### src/rtl/replica_pkg.sv
`default_nettype none
// ============================================================================
//  Module      : replica_pkg
//  Description : Shared types for the replica exchange scheduler: FSM state
//                encoding, city address type and an address-width helper.
//  Revision    : 1.0 - initial release
// ============================================================================
package replica_pkg;

    // Default ordering length used to size city_addr_t.
    localparam int DEF_CITY_NUM = 16;

    // Address width for a memory of n entries (never less than 1 bit).
    function automatic int addr_width(input int n);
        return (n > 1) ? $clog2(n) : 1;
    endfunction

    localparam int CITY_AW = addr_width(DEF_CITY_NUM);

    typedef logic [CITY_AW-1:0] city_addr_t;

    typedef enum logic [1:0] {
        IDLE = 2'd0,
        TEST = 2'd1,
        SWAP = 2'd2,
        DONE = 2'd3
    } ex_state_t;

endpackage
`default_nettype wire

### src/rtl/replica_exchange_sched_if.sv
`default_nettype none
// ============================================================================
//  Module      : replica_exchange_sched_if
//  Description : Bus between node control / per-channel storage and the
//                replica exchange scheduler.
//  Ports       : master = control + storage side (drives start, threshold,
//                distances and ordering read data); slave = scheduler.
//  Revision    : 1.0 - initial release
// ============================================================================
interface replica_exchange_sched_if #(
    parameter int NCH      = 2,
    parameter int CITY_NUM = 16,
    parameter int CITY_W   = 8,
    parameter int DIS_W    = 32
);
    localparam int AW = replica_pkg::addr_width(CITY_NUM);

    logic                    start;
    logic [DIS_W-1:0]        accept_thr;
    logic [NCH*DIS_W-1:0]    dis_data;
    logic [AW-1:0]           ord_raddr;
    logic [NCH*CITY_W-1:0]   ord_rdata;
    logic [NCH-1:0]          ord_we;
    logic [AW-1:0]           ord_waddr;
    logic [NCH*CITY_W-1:0]   ord_wdata;
    logic [NCH-1:0]          dis_we;
    logic [NCH*DIS_W-1:0]    dis_wdata;
    logic [NCH-2:0]          accepted;
    logic                    busy;
    logic                    done;

    modport master (
        output start, accept_thr, dis_data, ord_rdata,
        input  ord_raddr, ord_we, ord_waddr, ord_wdata,
        input  dis_we, dis_wdata, accepted, busy, done
    );

    modport slave (
        input  start, accept_thr, dis_data, ord_rdata,
        output ord_raddr, ord_we, ord_waddr, ord_wdata,
        output dis_we, dis_wdata, accepted, busy, done
    );

endinterface
`default_nettype wire

### src/rtl/replica_exchange_sched_exchange_test.sv
`default_nettype none
// ============================================================================
//  Module      : exchange_test
//  Description : Acceptance test for one adjacent channel pair (lo, hi).
//                delta = dis_hi - dis_lo as a signed DIS_W+1 value; the pair
//                is accepted when enabled and delta <= 0 or delta < thr.
//  Ports       : en (pair active this phase), dis_lo, dis_hi, thr -> accept
//  Revision    : 1.0 - initial release
// ============================================================================
module exchange_test #(
    parameter int DIS_W = 32
) (
    input  wire logic             en,
    input  wire logic [DIS_W-1:0] dis_lo,
    input  wire logic [DIS_W-1:0] dis_hi,
    input  wire logic [DIS_W-1:0] thr,
    output logic                  accept
);
    logic signed [DIS_W:0] w_delta;
    logic signed [DIS_W:0] w_thr;
    logic                  w_non_pos;

    assign w_delta   = $signed({1'b0, dis_hi}) - $signed({1'b0, dis_lo});
    assign w_thr     = $signed({1'b0, thr});
    // Sign bit set or all zero means the exchange does not worsen the tour.
    assign w_non_pos = w_delta[DIS_W] || (w_delta == '0);
    assign accept    = en && (w_non_pos || (w_delta < w_thr));

endmodule
`default_nettype wire

### src/rtl/replica_exchange_sched.sv
`default_nettype none
// ============================================================================
//  Module      : replica_exchange_sched
//  Description : Replica exchange between NCH optimisation channels. Each
//                round tests adjacent pairs of one parity (even/odd
//                alternating), then streams the city ordering between the
//                channels of every accepted pair and swaps their distances.
//  Ports       : clk, reset (async, active high),
//                bus (slave modport): start/accept_thr/dis_data in,
//                ordering read/write ports, distance write port,
//                accepted mask, busy, done.
//  Revision    : 1.0 - initial release
// ============================================================================
module replica_exchange_sched
    import replica_pkg::*;
#(
    parameter int NCH      = 2,
    parameter int CITY_NUM = 16,
    parameter int CITY_W   = 8,
    parameter int DIS_W    = 32
) (
    input  wire logic               clk,
    input  wire logic               reset,
    replica_exchange_sched_if.slave bus
);
    localparam int AW = addr_width(CITY_NUM);
    localparam int CW = addr_width(CITY_NUM + 1);
    localparam logic [CW-1:0] c_last_cnt = CW'(CITY_NUM);
    localparam logic [CW-1:0] c_last_rd  = CW'(CITY_NUM - 1);

    ex_state_t              r_state;
    logic                   r_phase;
    logic [NCH-2:0]         r_accepted;
    logic [NCH-1:0]         r_ch_mask;
    logic [NCH-1:0]         r_hi;
    logic [NCH-1:0]         r_ord_we;
    logic [NCH-1:0]         r_dis_we;
    logic [NCH*DIS_W-1:0]   r_dis_wdata;
    logic [AW-1:0]          r_raddr;
    logic [AW-1:0]          r_waddr;
    logic [CW-1:0]          r_cnt;
    logic                   r_busy;
    logic                   r_done;

    logic [NCH-2:0]             w_pair_mask;
    logic [NCH-1:0]             w_lo;
    logic [NCH-1:0]             w_hi;
    logic [NCH-1:0]             w_ch_mask;
    logic [(NCH+2)*DIS_W-1:0]   w_dis_pad;
    logic [(NCH+2)*CITY_W-1:0]  w_rd_pad;
    logic [NCH*DIS_W-1:0]       w_dis_swap;
    logic [NCH*CITY_W-1:0]      w_ord_wdata;

    // One acceptance test per adjacent pair; only pairs whose low index
    // matches the current phase parity are enabled.
    for (genvar i = 0; i < NCH - 1; i++) begin : g_pair
        localparam logic c_par = logic'(i % 2);
        exchange_test #(.DIS_W(DIS_W)) u_test (
            .en     (r_phase == c_par),
            .dis_lo (bus.dis_data[i*DIS_W +: DIS_W]),
            .dis_hi (bus.dis_data[(i+1)*DIS_W +: DIS_W]),
            .thr    (bus.accept_thr),
            .accept (w_pair_mask[i])
        );
    end

    // Channel k is the low member of pair k or the high member of pair k-1.
    // Same-parity pairs never overlap, so at most one of these is set.
    assign w_lo      = {1'b0, w_pair_mask};
    assign w_hi      = {w_pair_mask, 1'b0};
    assign w_ch_mask = w_lo | w_hi;

    // Zero slots on both ends so that channel k sits at slot k+1 and both
    // neighbours (slots k and k+2) are always in range.
    assign w_dis_pad = {{DIS_W{1'b0}},  bus.dis_data,  {DIS_W{1'b0}}};
    assign w_rd_pad  = {{CITY_W{1'b0}}, bus.ord_rdata, {CITY_W{1'b0}}};

    always_comb begin
        w_dis_swap = '0;
        for (int k = 0; k < NCH; k++) begin
            if (w_hi[k]) begin
                w_dis_swap[k*DIS_W +: DIS_W] = w_dis_pad[k*DIS_W +: DIS_W];
            end else if (w_lo[k]) begin
                w_dis_swap[k*DIS_W +: DIS_W] = w_dis_pad[(k+2)*DIS_W +: DIS_W];
            end
        end
    end

    // Write data is the partner's read data, which arrives the cycle the
    // write is issued, so this path stays combinational and is gated by the
    // registered enable.
    always_comb begin
        w_ord_wdata = '0;
        for (int k = 0; k < NCH; k++) begin
            if (r_ord_we[k]) begin
                if (r_hi[k]) begin
                    w_ord_wdata[k*CITY_W +: CITY_W] = w_rd_pad[k*CITY_W +: CITY_W];
                end else begin
                    w_ord_wdata[k*CITY_W +: CITY_W] = w_rd_pad[(k+2)*CITY_W +: CITY_W];
                end
            end
        end
    end

    always_ff @(posedge clk or posedge reset) begin
        if (reset) begin
            r_state     <= IDLE;
            r_phase     <= 1'b0;
            r_accepted  <= '0;
            r_ch_mask   <= '0;
            r_hi        <= '0;
            r_ord_we    <= '0;
            r_dis_we    <= '0;
            r_dis_wdata <= '0;
            r_raddr     <= '0;
            r_waddr     <= '0;
            r_cnt       <= '0;
            r_busy      <= 1'b0;
            r_done      <= 1'b0;
        end else begin
            case (r_state)
                IDLE: begin
                    r_done <= 1'b0;
                    if (bus.start) begin
                        r_state <= TEST;
                        r_busy  <= 1'b1;
                    end
                end

                TEST: begin
                    r_accepted <= w_pair_mask;
                    r_ch_mask  <= w_ch_mask;
                    r_hi       <= w_hi;
                    r_raddr    <= '0;
                    r_waddr    <= '0;
                    r_cnt      <= '0;
                    if (|w_pair_mask) begin
                        r_state     <= SWAP;
                        r_dis_we    <= w_ch_mask;
                        r_dis_wdata <= w_dis_swap;
                    end else begin
                        r_state <= DONE;
                        r_busy  <= 1'b0;
                        r_done  <= 1'b1;
                    end
                end

                // r_cnt = 0 issues only the first read; every later count
                // writes the address read one cycle earlier.
                SWAP: begin
                    r_dis_we    <= '0;
                    r_dis_wdata <= '0;
                    if (r_cnt == c_last_cnt) begin
                        r_ord_we <= '0;
                        r_raddr  <= '0;
                        r_waddr  <= '0;
                        r_state  <= DONE;
                        r_busy   <= 1'b0;
                        r_done   <= 1'b1;
                    end else begin
                        r_ord_we <= r_ch_mask;
                        r_waddr  <= r_raddr;
                        if (r_cnt != c_last_rd) begin
                            r_raddr <= r_raddr + 1'b1;
                        end
                        r_cnt <= r_cnt + 1'b1;
                    end
                end

                DONE: begin
                    r_done  <= 1'b0;
                    r_phase <= ~r_phase;
                    r_state <= IDLE;
                end

                default: r_state <= IDLE;
            endcase
        end
    end

    assign bus.ord_raddr = r_raddr;
    assign bus.ord_we    = r_ord_we;
    assign bus.ord_waddr = r_waddr;
    assign bus.ord_wdata = w_ord_wdata;
    assign bus.dis_we    = r_dis_we;
    assign bus.dis_wdata = r_dis_wdata;
    assign bus.accepted  = r_accepted;
    assign bus.busy      = r_busy;
    assign bus.done      = r_done;

endmodule
`default_nettype wire
### src/flat_wrapper.sv
// flat-port wrapper written by rule: the top's interface ports become plain ports
module replica_exchange_sched_flat import replica_pkg::*;
#(
    parameter int NCH      = 2,
    parameter int CITY_NUM = 16,
    parameter int CITY_W   = 8,
    parameter int DIS_W    = 32
)
  (clk, reset, bus_start, bus_accept_thr, bus_dis_data, bus_ord_rdata, bus_ord_raddr, bus_ord_we, bus_ord_waddr, bus_ord_wdata, bus_dis_we, bus_dis_wdata, bus_accepted, bus_busy, bus_done);
  replica_exchange_sched_if #(.NCH(NCH), .CITY_NUM(CITY_NUM), .CITY_W(CITY_W), .DIS_W(DIS_W)) bus_i ();
  input  wire logic clk;
  input  wire logic reset;
  input wire logic [$bits(bus_i.start)-1:0] bus_start;
  input wire logic [$bits(bus_i.accept_thr)-1:0] bus_accept_thr;
  input wire logic [$bits(bus_i.dis_data)-1:0] bus_dis_data;
  input wire logic [$bits(bus_i.ord_rdata)-1:0] bus_ord_rdata;
  output wire logic [$bits(bus_i.ord_raddr)-1:0] bus_ord_raddr;
  output wire logic [$bits(bus_i.ord_we)-1:0] bus_ord_we;
  output wire logic [$bits(bus_i.ord_waddr)-1:0] bus_ord_waddr;
  output wire logic [$bits(bus_i.ord_wdata)-1:0] bus_ord_wdata;
  output wire logic [$bits(bus_i.dis_we)-1:0] bus_dis_we;
  output wire logic [$bits(bus_i.dis_wdata)-1:0] bus_dis_wdata;
  output wire logic [$bits(bus_i.accepted)-1:0] bus_accepted;
  output wire logic [$bits(bus_i.busy)-1:0] bus_busy;
  output wire logic [$bits(bus_i.done)-1:0] bus_done;
  assign bus_i.start = bus_start;
  assign bus_i.accept_thr = bus_accept_thr;
  assign bus_i.dis_data = bus_dis_data;
  assign bus_i.ord_rdata = bus_ord_rdata;
  assign bus_ord_raddr = bus_i.ord_raddr;
  assign bus_ord_we = bus_i.ord_we;
  assign bus_ord_waddr = bus_i.ord_waddr;
  assign bus_ord_wdata = bus_i.ord_wdata;
  assign bus_dis_we = bus_i.dis_we;
  assign bus_dis_wdata = bus_i.dis_wdata;
  assign bus_accepted = bus_i.accepted;
  assign bus_busy = bus_i.busy;
  assign bus_done = bus_i.done;
  replica_exchange_sched #(.NCH(NCH), .CITY_NUM(CITY_NUM), .CITY_W(CITY_W), .DIS_W(DIS_W)) u_core (.clk(clk), .reset(reset), .bus(bus_i));
endmodule
### config.mk
export PLATFORM = sky130hd
export DESIGN_NAME = replica_exchange_sched_flat
export DESIGN_NICKNAME = d
export VERILOG_FILES = /design/src/rtl/replica_pkg.sv /design/src/rtl/replica_exchange_sched_if.sv /design/src/rtl/replica_exchange_sched_exchange_test.sv /design/src/rtl/replica_exchange_sched.sv /design/src/flat_wrapper.sv
export SDC_FILE = /design/constraint.sdc
export NUM_CORES = 1
export LEC_CHECK = 0
export ABC_AREA = 1
export BUFFER_PORTS_ARGS = -buffer_cell sky130_fd_sc_hd__buf_2
export CAP_MARGIN = 20
export CORE_UTILIZATION = 49
export DETAILED_ROUTE_END_ITERATION = 16
export PLACE_DENSITY = 0.78
export SYNTH_ARGS = -nofsm -noshare
export SYNTH_HDL_FRONTEND = slang
export SYNTH_SLANG_ARGS = --single-unit
### constraint.sdc
create_clock -name clk -period 2.6 [get_ports clk]
set_input_delay 0.26 -clock clk [delete_from_list [all_inputs] [get_ports clk]]
set_output_delay 0.26 -clock clk [all_outputs]
set_load 0.1 [all_outputs]
# Word-level counts from Yosys, hierarchy flattened
# Index checks and enable logic that the tools add are counted.
classes:
  n_addsub: 3
  magnitude_cmp: 1
  n_eq_ne: 11
  n_mux: 26
  bitwise_logic: 2
  n_reduce_logical: 14
ops:
  columns: ["operator", "n"]
  rows:
  - ["case mux 64 bit (2 select lines)", 1]
  - ["2-to-1 mux 64 bit", 1]
  - ["logical NOT 33 bit", 1]
  - ["less-than comparator 33 bit", 1]
  - ["subtractor 32 x 32 -> 33 bit", 1]
  - ["2-to-1 mux 8 bit", 3]
  - ["case mux 4 bit (2 select lines)", 2]
  - ["2-to-1 mux 4 bit", 3]
  - ["case mux 5 bit (2 select lines)", 1]
  - ["AND reduction 2 bit", 5]
  - ["2-to-1 mux 2 bit", 4]
  - ["case mux 2 bit (4 select lines)", 1]
  - ["2-to-1 mux 1 bit", 6]
  - ["inequality test 2 bit (second input constant)", 3]
  - ["case mux 1 bit (3 select lines)", 2]
  - ["adder 5 x 1 -> 5 bit (second input constant)", 1]
  - ["== test 5 bit (second input constant)", 1]
  - ["2-to-1 mux 5 bit", 1]
  - ["inequality test 5 x 4 -> 1 bit (second input constant)", 1]
  - ["adder 4 x 1 -> 4 bit (second input constant)", 1]
  - ["== test 2 bit (second input constant)", 2]
  - ["inequality test 2 x 1 -> 1 bit (second input constant)", 2]
  - ["case mux 2 bit (2 select lines)", 1]
  - ["AND reduction 4 bit", 1]
  - ["10 further kinds", 11]
totals:
  ff_bits: 89
  inputBits: 115
  out_inout_bits: 95
  wordCells: 69

# Depth between registers and ports, before layout
# Gate-level depths: netlist of run 1.
logic_depth:
  depth_word: 8
  depth_mapped: 32
  mapped_depth_nobuf: 31

# By module
# From an unflattened synthesis of run 1, not the netlist that was laid out.
hier_totals:
  hier_cells: 1172
  area_unflattened_um2: 7517.2
modules_own_cells:
  columns: ["mod", "instances", "cells_per_inst", "area_each_um2", "seq_area_each_um2"]
  rows:
  - ["replica_exchange_sched", 1, 445, 3870.0, 2127.0]
  - ["exchange_test", 1, 727, 3647.2, 0.0]

# Worst setup path before layout of run 1
# No wires, ideal clock.
synth_path:
  path_kind: "input to register"
  startpoint: "input bus_dis_data[32]"
  endpoint: "register u_core.r_done, in the netlist u_core.bus.done"
  setup_ps: 122
  arrival_time_ps: 3054
  required_time_ps: 2478
  setup_slack_ps: -576
  path_stages: 28
  path_buffers: 1
  path_cell_list: "inv_1 ha_1 inv_1 fa_1 nand2_1 clkinv_1 nand2_1 nand2_2 nand3_1 nand3b_1 xor2_1 inv_1 ha_1 nand2_1 o21a_1 nor2_1 nor2_1 nand2_1 nand3_1 nand2_1 a21oi_1 nor2_1 nand2_2 nand3_4 buf_2 nand2_1 nand2_1 nand2_1"
synth_between:
  elab_chain_len: 7
  elab_cells_between_ends: 8
  cone_classes: "add/sub (1); order compare (1); eq/ne (1); reduce/logical (5)"
synth_lines:
  columns: ["item", "line_no", "text"]
  rows:
  - ["start, declared", "flat_wrapper.sv:15", "input wire logic [$bits(bus_i.dis_data)-1:0] bus_dis_data;"]
  - ["subtractor 32 x 32 -> 33 bit (*)", "replica_exchange_sched_exchange_test.sv:23", "assign w_delta = $signed({1'b0, dis_hi}) - $signed({1'b0, dis_lo});"]
  - ["parallel branches: the longest is 2 deep, another holds less-than comparator 33 bit", null, null]
  - ["logical OR 1 bit (*)", "replica_exchange_sched_exchange_test.sv:27", "assign accept = en && (w_non_pos || (w_delta < w_thr));"]
  - ["logical AND 1 bit (*)", "replica_exchange_sched_exchange_test.sv:27", null]
  - ["inequality test 2 bit (no line) (*)", null, null]
  - ["AND reduction 2 bit (no line) (*)", null, null]
  - ["end signal, assigned", "replica_exchange_sched.sv:119", "r_done <= 1'b0;"]
  - ["end signal, assigned", "replica_exchange_sched.sv:123", "r_done <= 1'b0;"]
  - ["end signal, assigned", "replica_exchange_sched.sv:144", "r_done <= 1'b1;"]
  - ["end, declared", "replica_exchange_sched.sv:43", "logic r_done;"]
# Mark *: on every way between the ends.
# A chain may end at the register's enable or synchronous reset.

# Worst setup path in the final report of run 1
layout_path:
  startpoint: "input bus_dis_data[1]"
  endpoint: "register u_core.r_dis_wdata[18], in the netlist u_core.bus.dis_wdata[18]"
layout_between:
  elab_chain_len: 7
  elab_cells_between_ends: 8
  cone_classes: "add/sub (1); order compare (1); eq/ne (1); reduce/logical (5)"
layout_lines:
  columns: ["item", "line_no", "text"]
  rows:
  - ["subtractor 32 x 32 -> 33 bit (*)", "replica_exchange_sched_exchange_test.sv:23", null]
  - ["parallel branches: the longest is 2 deep, another holds less-than comparator 33 bit", null, null]
  - ["logical OR 1 bit (*)", "replica_exchange_sched_exchange_test.sv:27", null]
  - ["logical AND 1 bit (*)", "replica_exchange_sched_exchange_test.sv:27", null]
  - ["inequality test 2 x 1 -> 1 bit (no line) (*)", null, null]
  - ["AND reduction 2 bit (no line) (*)", null, null]
  - ["end signal, assigned", "replica_exchange_sched.sv:140", "r_dis_wdata <= w_dis_swap;"]
  - ["end, declared", "replica_exchange_sched.sv:38", "logic [NCH*DIS_W-1:0] r_dis_wdata;"]
# Marked as above.

==> summary by stage, run 1 <==
Status
The run finished, with violations left. The checks that failed: hold timing, setup timing.

Detailed routing
The detail route stage leaves a number of antenna-violating nets equal to 0. The average wire per standard cell is 14.5 um. The met2 layer wire length in the routed design is 13000 um. The detailed router put a total of 10300 um of wire on met1.

For this run, design rule violations remaining after detail routing come to 0. The number of DRC violations after detailed-routing iteration 0 is 626. The first TritonRoute pass finished after 5 iterations. After detailed routing, the number of vias per cell comes to 5.09. Detailed routing placed a total of 1740 um of wire on met3.

The detailed-route via count is 9187. After detailed routing, the total wire length is 26200 um. The highest metal layer used by the detailed router is met4.

CTS
The clock transition time at the flip-flop clock pins of the worst setup and hold paths is 0.07 ns. The number of clock buffers inserted by TritonCTS is 9. CTS built an H-tree with a depth of 3. The number of buffers inserted by hold repair at cts is 0. The root buffer cell is clkbuf_16.

The buffer depth of the longest clock path is 2. The total clock sinks is 85. The CTS tree is yes. The clock latency of the later-clocked register in the worst-skew pair is 0.35 ns.

Critical path
The endpoint identified for the worst register-to-register timing path is u_core.bus.dis_wdata[46]$_DFFE_PP0P_. The endpoint class of the critical path is a flip-flop. The critical path data required time is 2.88 ns. The kind of launch point of the worst setup path is an input port. The source of the critical timing path is bus_dis_data[1].

The biggest cell delay along the critical path is 0.44 ns. The type of the worst setup path is in -> reg. The critical path endpoint is u_core.bus.dis_wdata[18]$_DFFE_PP0P_. The data arrival at the endpoint of the critical path is 3.64 ns. The worst-case register-to-register setup slack is 0.31 ns.

The number of cell instances on the worst register-to-register path is 7. The largest fanout on the critical path is 27. The most frequent cell on the critical path is nand2_2.

The slowest stage of the critical path belongs to the cell fa_2. The worst flop-to-flop path startpoint is u_core.r_state[1]$_DFFE_PP0P_.

Yosys
The post-synthesis instance area is 7690 sq um. Yosys mapped a number of flops with a built-in enable equal to 0. The number of synthesis warnings is 0. Each instance of the synthesized netlist takes up on average 6.06 sq um. Among all flip-flop cells after synthesis, the most frequent one is dfrtp_1. The number of nets produced by synthesis is 1457. Of all flip-flops after synthesis, the portion carrying an async set or reset was 100%.

The synthesized netlist cell count is 1269. The count of state elements after synthesis is 85. Counting distinct cell types in the post-synthesis netlist gives 32. The sequential fraction of the synthesis area is 27.7%.

Power and ir drop
The cell internal power dissipation is 5.26 mW. The share of total power in sequential cells is 16.8%. For this design the static power due to leakage is 6.94 nW. For this design the total switching power over the nets is 8.40 mW. In this run, the combinational gates consume 72.5% of the power.

The completed layout was analyzed and its total power is 13.7 mW. IR analysis of the VDD net gives a maximum drop of 0.000896 V. Per report_power, the clock group accounts for 10.7% of the total. For this design the ratio of total power to cell area is 1230 nW/um^2. Of the total power, the share spent switching nets is 61.5%.

STA
Final hold analysis gives a worst-case slack of -0.0211 ns. Setup repair after global routing could not meet its margin everywhere. The final hold violation count is 23. Summed over all failing endpoints, the final setup total negative slack is -47.38 ns. The max-slew headroom at the worst pin is 53.1%.

The final number of setup-violating endpoints is 69. The total count of max-transition violations in the final report is 0. The highest attainable clock frequency is 298 MHz.

After layout, the worst setup slack is -0.759 ns. For the final database, setup skew stands at 0.0107 ns. The worst path uses 129% of the clock period. The final critical delay including setup and external delays is 3.36 ns.

The actual slew at the worst max-slew pin is 0.703 ns.

GRT
The total global-route track usage is 30.6%. The number of global-route vias before repair was 8367. The first-pass GRT wire length is 39200 um. Entering global routing, the biggest net connects 86 pins. The initial antenna violation count came to 3. After global routing the overflow that remains totals 0.

Final layout
The ratio of cells with drive above 1 in the final layout is 32.2%. Fill cells in the final layout number 1179. The post-layout instance area is 11100 sq um. The layout-stage area growth over the synthesis result is 44.4%. The net count of the finished layout is 1772.

Die
The row count is 45. The count of boundary I/O pins is 210. The die extent in x is 127 um. The die is 127 um tall. The die outline area is 16200 sq um. The core footprint is 15300 sq um. Once the floorplan was initialized, standard cells occupied 50.4% of the core.

Hold path
The class of the tightest hold or removal check is in -> async.

Run
The count of max-cap constraint violations is 0.

Placed design
The standard cell area after detailed placement is 9820 sq um. The congestion estimate from routability-driven global placement came to 0.915. The count of input and output buffers is 209. The detailed placement HPWL is 18300 um.
cell usage in the layout (no fill, tap or decap), drive strengths merged, types with 2 or more instances in the layout:
master and count:
o21a 2, dfrtp 85, a21oi 38, nand2 448
inv 278, diode 4, bufinv 2, nand3 103
ha 72, o31ai 5, xor2 10, o22ai 3
and3 2, nor3 8, clkbuf 12, nand4 9
nand3b 9, or2 2, o21ai 18, nor2 143
buf 333
sequential cells by signal, indices dropped and copies added (netlist names):
signal,count
u_core.bus.busy,1
u_core.bus.dis_wdata,64
u_core.bus.dis_we,1
u_core.bus.done,1
u_core.bus.ord_raddr,4
u_core.bus.ord_waddr,4
u_core.bus.ord_we,1
u_core.r_ch_mask,1
u_core.r_cnt,5
u_core.r_phase,1
u_core.r_state,2
critical path, delay by kind of cell:
| kind | cells | cell delay (ns) |
|---|---|---|
| AND/OR/NAND/NOR | 14 | 1.45 |
| adder cells (fa/ha/maj) | 2 | 0.70 |
| buffers and inverters | 7 | 0.80 |
| AO/OA/AOI/OAI | 3 | 0.41 |
repair_timing:
action                     CTS  global route
gates cloned                 5             3
gates resized for setup     88            95
pin swaps                   22            14
hold endpoints to repair     0             0
setup endpoints to repair   69            69
buffers inserted             7             4
layer usage:
layer  up-vias  GRT usage, %
met5         -             0
met4         0          16.3
met3        95          3.52
met2       458          53.9
met1      4164          36.6
li1       4470             -
kinds of logic (layout without fill, tap and decap cells):
family,after synthesis,after routing,synth area share (%)
XOR/XNOR,10,10,1.14
other,0,4,0
AO/OA/AOI/OAI,70,70,5.01
buffers and inverters,308,627,15.8
AND/OR/NAND/NOR,723,724,38.4
flip-flops,85,85,27.7
adder cells (fa/ha/maj),73,73,12.0
power by group through the flow:
stage / clock [mW] / combinational [mW] / sequential [mW]
6_report: 1.46 / 9.90 / 2.30
5_1_grt: 1.51 / 10.4 / 2.35
3_3_place_gp: 0 / 8.36 / 2.27
2_1_floorplan: 0 / 3.24 / 5.87
4_1_cts: 1.45 / 9.23 / 2.27
3_5_place_dp: 0 / 8.48 / 2.29
through the flow:
| stage | utilization [%] | cells | setup WS (ns) |
|---|---|---|---|
| 2_1_floorplan | - | 1269 | -0.524 |
| 3_3_place_gp | 64.3 | 1768 | -0.941 |
| 3_5_place_dp | 64.3 | 1768 | -1.06 |
| 4_1_cts | 69.9 | 1795 | -0.577 |
| 5_1_grt | 72.7 | 1804 | -0.963 |
| 6_report | 72.7 | 1804 | -0.759 |
how the worst min path moves through the flow:
| stage | from | endpoint | slack, ns | cells after the start |
|---|---|---|---|---|
| after CTS | reset | u_core.bus.dis_wdata[37]$_DFFE_PP0P_ | 0.03 | 3 |
| after global placement | reset | u_core.bus.dis_wdata[44]$_DFFE_PP0P_ | 0.39 | 3 |
| final | reset | u_core.bus.dis_wdata[9]$_DFFE_PP0P_ | -0.02 | 3 |
| after floorplan | u_core.r_phase$_DFFE_PP0N_ | u_core.r_phase$_DFFE_PP0N_ | 0.44 | 1 |
| after detailed placement | reset | u_core.bus.dis_wdata[44]$_DFFE_PP0P_ | 0.39 | 3 |
| after global routing | reset | u_core.bus.dis_wdata[37]$_DFFE_PP0P_ | 0.06 | 3 |
cell type report:
cell class	count	area (sq um)	share of cell area [%]
diodes	4	10.0	0.0902
clock buffers	10	239	2.15
clock inverters	6	97.6	0.879
inverters	276	1060	9.54
multi-input cells	877	5050	45.5
flip-flops and latches	85	2130	19.2
well taps	211	264	2.38
repair buffers	335	2250	20.3
cells in the mapped netlist, types with 2 or more instances:
master      n  area, sq um
a21oi_1    37          185
and3_1      2         12.5
buf_2       7         35.0
buf_4       2         15.0
buf_6       6         67.6
clkbuf_1   16         60.1
dfrtp_1    85         2130
ha_1       72          901
inv_1     275         1030
nand2_1   442         1660
nand2_2     4         25.0
nand3_1   102          510
nand3b_1    9         67.6
nand4_1     9         56.3
nor2_1    143          537
nor3_1      8         40.0
o21a_1      2         15.0
o21ai_0    18         90.1
o22ai_1     3         18.8
o31ai_1     5         37.5
or2_2       2         12.5
xor2_1     10         87.6
No activity file was read; power rests on OpenSTA's default activity.
==> inputs of run 2 (changes only) <==
--- a/config.mk
+++ b/config.mk
@@ -6,11 +6,12 @@
 export NUM_CORES = 1
 export LEC_CHECK = 0
 export ABC_AREA = 1
-export BUFFER_PORTS_ARGS = -buffer_cell sky130_fd_sc_hd__buf_2
 export CAP_MARGIN = 20
-export CORE_UTILIZATION = 49
+export CORE_UTILIZATION = 59
 export DETAILED_ROUTE_END_ITERATION = 16
+export DONT_BUFFER_PORTS = 1
 export PLACE_DENSITY = 0.78
 export SYNTH_ARGS = -nofsm -noshare
 export SYNTH_HDL_FRONTEND = slang
 export SYNTH_SLANG_ARGS = --single-unit
+export TNS_END_PERCENT = 20
==> summary by stage, run 2 (synthesized netlist as in run 1, its figures left out) <==
Status
The run finished, with violations left. The checks that failed: setup timing.

Critical path
The critical path data required time is 2.82 ns (-0.06 ns). The critical path in this run is classified as in -> reg. The data arrival at the endpoint of the critical path is 3.59 ns (-0.05 ns). The largest fanout on the critical path came to 8 (-70%). The biggest cell delay along the critical path was 0.35 ns (-0.09 ns). The endpoint class of the critical path is a flip-flop. STA classifies the critical path startpoint as an input port.

The largest individual stage delay along the critical path comes from the cell fa_2.

GRT
The total global-route track usage came to 36.5% (+5.9 points). The number of global-route vias before repair is 7877 (-5.9%). The pin count of the biggest net entering global routing is 86 (unchanged). The initial antenna violation count is 0 (-3). The final global-route overflow total is 0 (unchanged). The first-pass GRT wire length is 38100 um (-3.0%).

CTS
The total clock sinks is 85 (unchanged). The number of clock buffers inserted by TritonCTS is 9 (unchanged). The clock latency of the later-clocked register in the worst-skew pair is 0.35 ns (about the same). TritonCTS built the clock tree. The H-tree depth is 3 (unchanged).

The clock transition time at the flip-flop clock pins of the worst setup and hold paths was 0.07 ns (about the same). The buffer depth of the longest clock path is 2 (unchanged). The root buffer cell is clkbuf_16.

Power and ir drop
The share of total power in sequential cells came to 40.4% (+24 points). The relative contribution of the clock network to total power is 10.9% (+0.2 points). The cell internal power dissipation is 4.78 mW (-9.1%). The power per standard cell area came to 1270 nW/um^2 (+3.3%).

The switching fraction of total power is 64.3% (+2.8 points). The leakage power summed over all cells is 6.20 nW (-11%). The switching power was 8.60 mW (+2.3%). The largest vdd supply drop is 0.000560 V (-37%). The share of power burned in combinational logic was 48.7% (-24 points).

Detailed routing
The residual DRC count came to 0 (unchanged). The detailed-route via count is 8863 (-3.5%). The average wire per standard cell is 17.2 um (+19%). The detailed-route wire length was 27400 um (+4.3%). The number of DRC violations after detailed-routing iteration 0 is 909 (+45%). The number of antenna-violating nets in the routed design came to 0 (unchanged). The post-detailed-route via-to-cell ratio is 5.58 (+9.6%).

The number of detailed-route iterations in the first pass was 12 (+7).

Die
The core footprint is 12700 sq um (-17%). The die outline area is 13500 sq um (-17%). The initial core utilization is 60.7% (+10 points). The row count is 41 (-8.9%).

The count of boundary I/O pins was 210 (unchanged). The die extent in x came to 116 um (-8.7%). The die span in y came to 116 um (-8.7%).

STA
The total count of max-transition violations in the final report is 0 (unchanged). The final worst clock skew came to 0.00659 ns (-0.00408 ns). The final hold violation count was 0 (-100%).

The period utilization is 130% (+0.58 points). The final critical delay including setup and external delays is 3.37 ns (+0.0151 ns). The final number of setup-violating endpoints is 69 (unchanged). Setup repair after global routing could not meet its margin everywhere. The max-slew headroom at the worst pin is 14.5% (-39 points). The actual slew at the worst max-slew pin came to 1.28 ns (+0.579 ns). The highest attainable clock frequency is 296 MHz (-0.45%).

The minimum setup slack in the final design is -0.774 ns (-0.0151 ns). The final worst hold slack is 0.0949 ns (+0.116 ns).

Final layout
The number of standard cells in the layout, taps in and fillers out is 1588 (-12%). The post-layout instance area is 10500 sq um (-5.3%). The number of flip-flops under the largest register name came to 64 (unchanged).

The ratio of cells with drive above 1 in the final layout is 26.4% (-5.8 points). The number of nets at the end of the flow came to 1599 (-9.8%). The number of antenna cells inserted is 0 (-4). Leaving out fill and tap cells, the most frequent cell in the layout is nand2_1. From synthesis to final layout, the design area changed by 36.8%. Leaving out fill and tap cells, the most frequent cells in the layout are nand2_1 (364), inv_1 (270), buf_4 (131).

Placed design
The standard cell area after detailed placement was 8970 sq um (-8.7%). The detailed placement HPWL came to 17300 um (-5.3%). The setup slack after placement is -0.982 ns (+0.0819 ns). The number of placed instances with taps included is 1543 (-13%). The count of input and output buffers is 0 (-100%). The weighted congestion at the end of routability-driven global placement is 0.954 (+4.3%).

Run
The count of max-cap constraint violations is 0 (unchanged).

Hold path
The class of the tightest hold or removal check is in -> reg.
==> run 2: through the flow <==
stage | power (mW) | utilization [%] | setup TNS [ns]
after global routing | 13.9 | 83.0 | -51.81
after CTS | 12.3 | 77.3 | -33.16
after detailed placement | 10.2 | 70.8 | -64.21
after global placement | 10.1 | 70.8 | -59.52
final | 13.4 | 83.0 | -43.24
after floorplan | 9.07 | - | -39.22
==> run 2: final timing paths <==
kind	endpoint	depth (start not counted)	slack [ns]	from
max	u_core.bus.dis_wdata[23]$_DFFE_PP0P_	28	-0.77	bus_dis_data[32]
min	u_core.bus.dis_wdata[17]$_DFFE_PP0P_	4	0.09	bus_dis_data[49]
max reg2reg	u_core.bus.dis_wdata[23]$_DFFE_PP0P_	7	-0.18	u_core.r_state[0]$_DFFE_PP0P_
min reg2reg	u_core.r_phase$_DFFE_PP0N_	1	0.51	u_core.r_phase$_DFFE_PP0N_
max in group asynchronous	u_core.bus.dis_we[0]$_DFFE_PP0P_	3	1.77	reset
min in group asynchronous	u_core.bus.dis_wdata[2]$_DFFE_PP0P_	3	0.47	reset
==> run 2: cell type report <==
| cell class | count | area [sq um] |
|---|---|---|
| Inverter | 276 | 1070 |
| Tap cell | 172 | 215 |
| Timing Repair Buffer | 156 | 1470 |
| Sequential cell | 85 | 2130 |
| Fill cell | 781 | 2160 |
| Clock buffer | 9 | 225 |
| Multi-Input combinational cell | 883 | 5300 |
| Clock inverter | 7 | 105 |
==> run 2: worst max-delay path: cells and delay by family <==
family,cells,cell delay (ns)
compound gates,2,0.22
xor+xnor,1,0.21
fa+ha+maj,3,0.77
buf+inv,5,0.40
simple gates,17,1.74
==> run 2: power groups by stage <==
stage	clock [mW]	sequential [mW]	combinational, mW
floorplan	0	5.86	3.21
global placement	0	5.35	4.75
detailed placement	0	5.37	4.87
CTS	1.43	5.34	5.58
global route	1.49	5.46	6.92
finish	1.45	5.41	6.51
==> run 2: metal layers <==
| layer | vias to the layer above | GRT usage, % | routed length (um) |
|---|---|---|---|
| met3 | 148 | 6.18 | 2320 |
| li1 | 4125 | - | - |
| met2 | 525 | 63.0 | 13300 |
| met1 | 4065 | 44.9 | 10300 |
| met4 | 0 | 15.6 | 1510 |
| met5 | - | 0 | 0 |
==> run 2: timing repair <==
item | CTS | global route
hold buffers | 1 | 0
gates resized for setup | 67 | 142
endpoints found under the setup margin | 69 | 69
gates cloned | 8 | 4
buffers inserted | 13 | 5
hold endpoints to repair | 85 | 0
pin swaps | 59 | 53
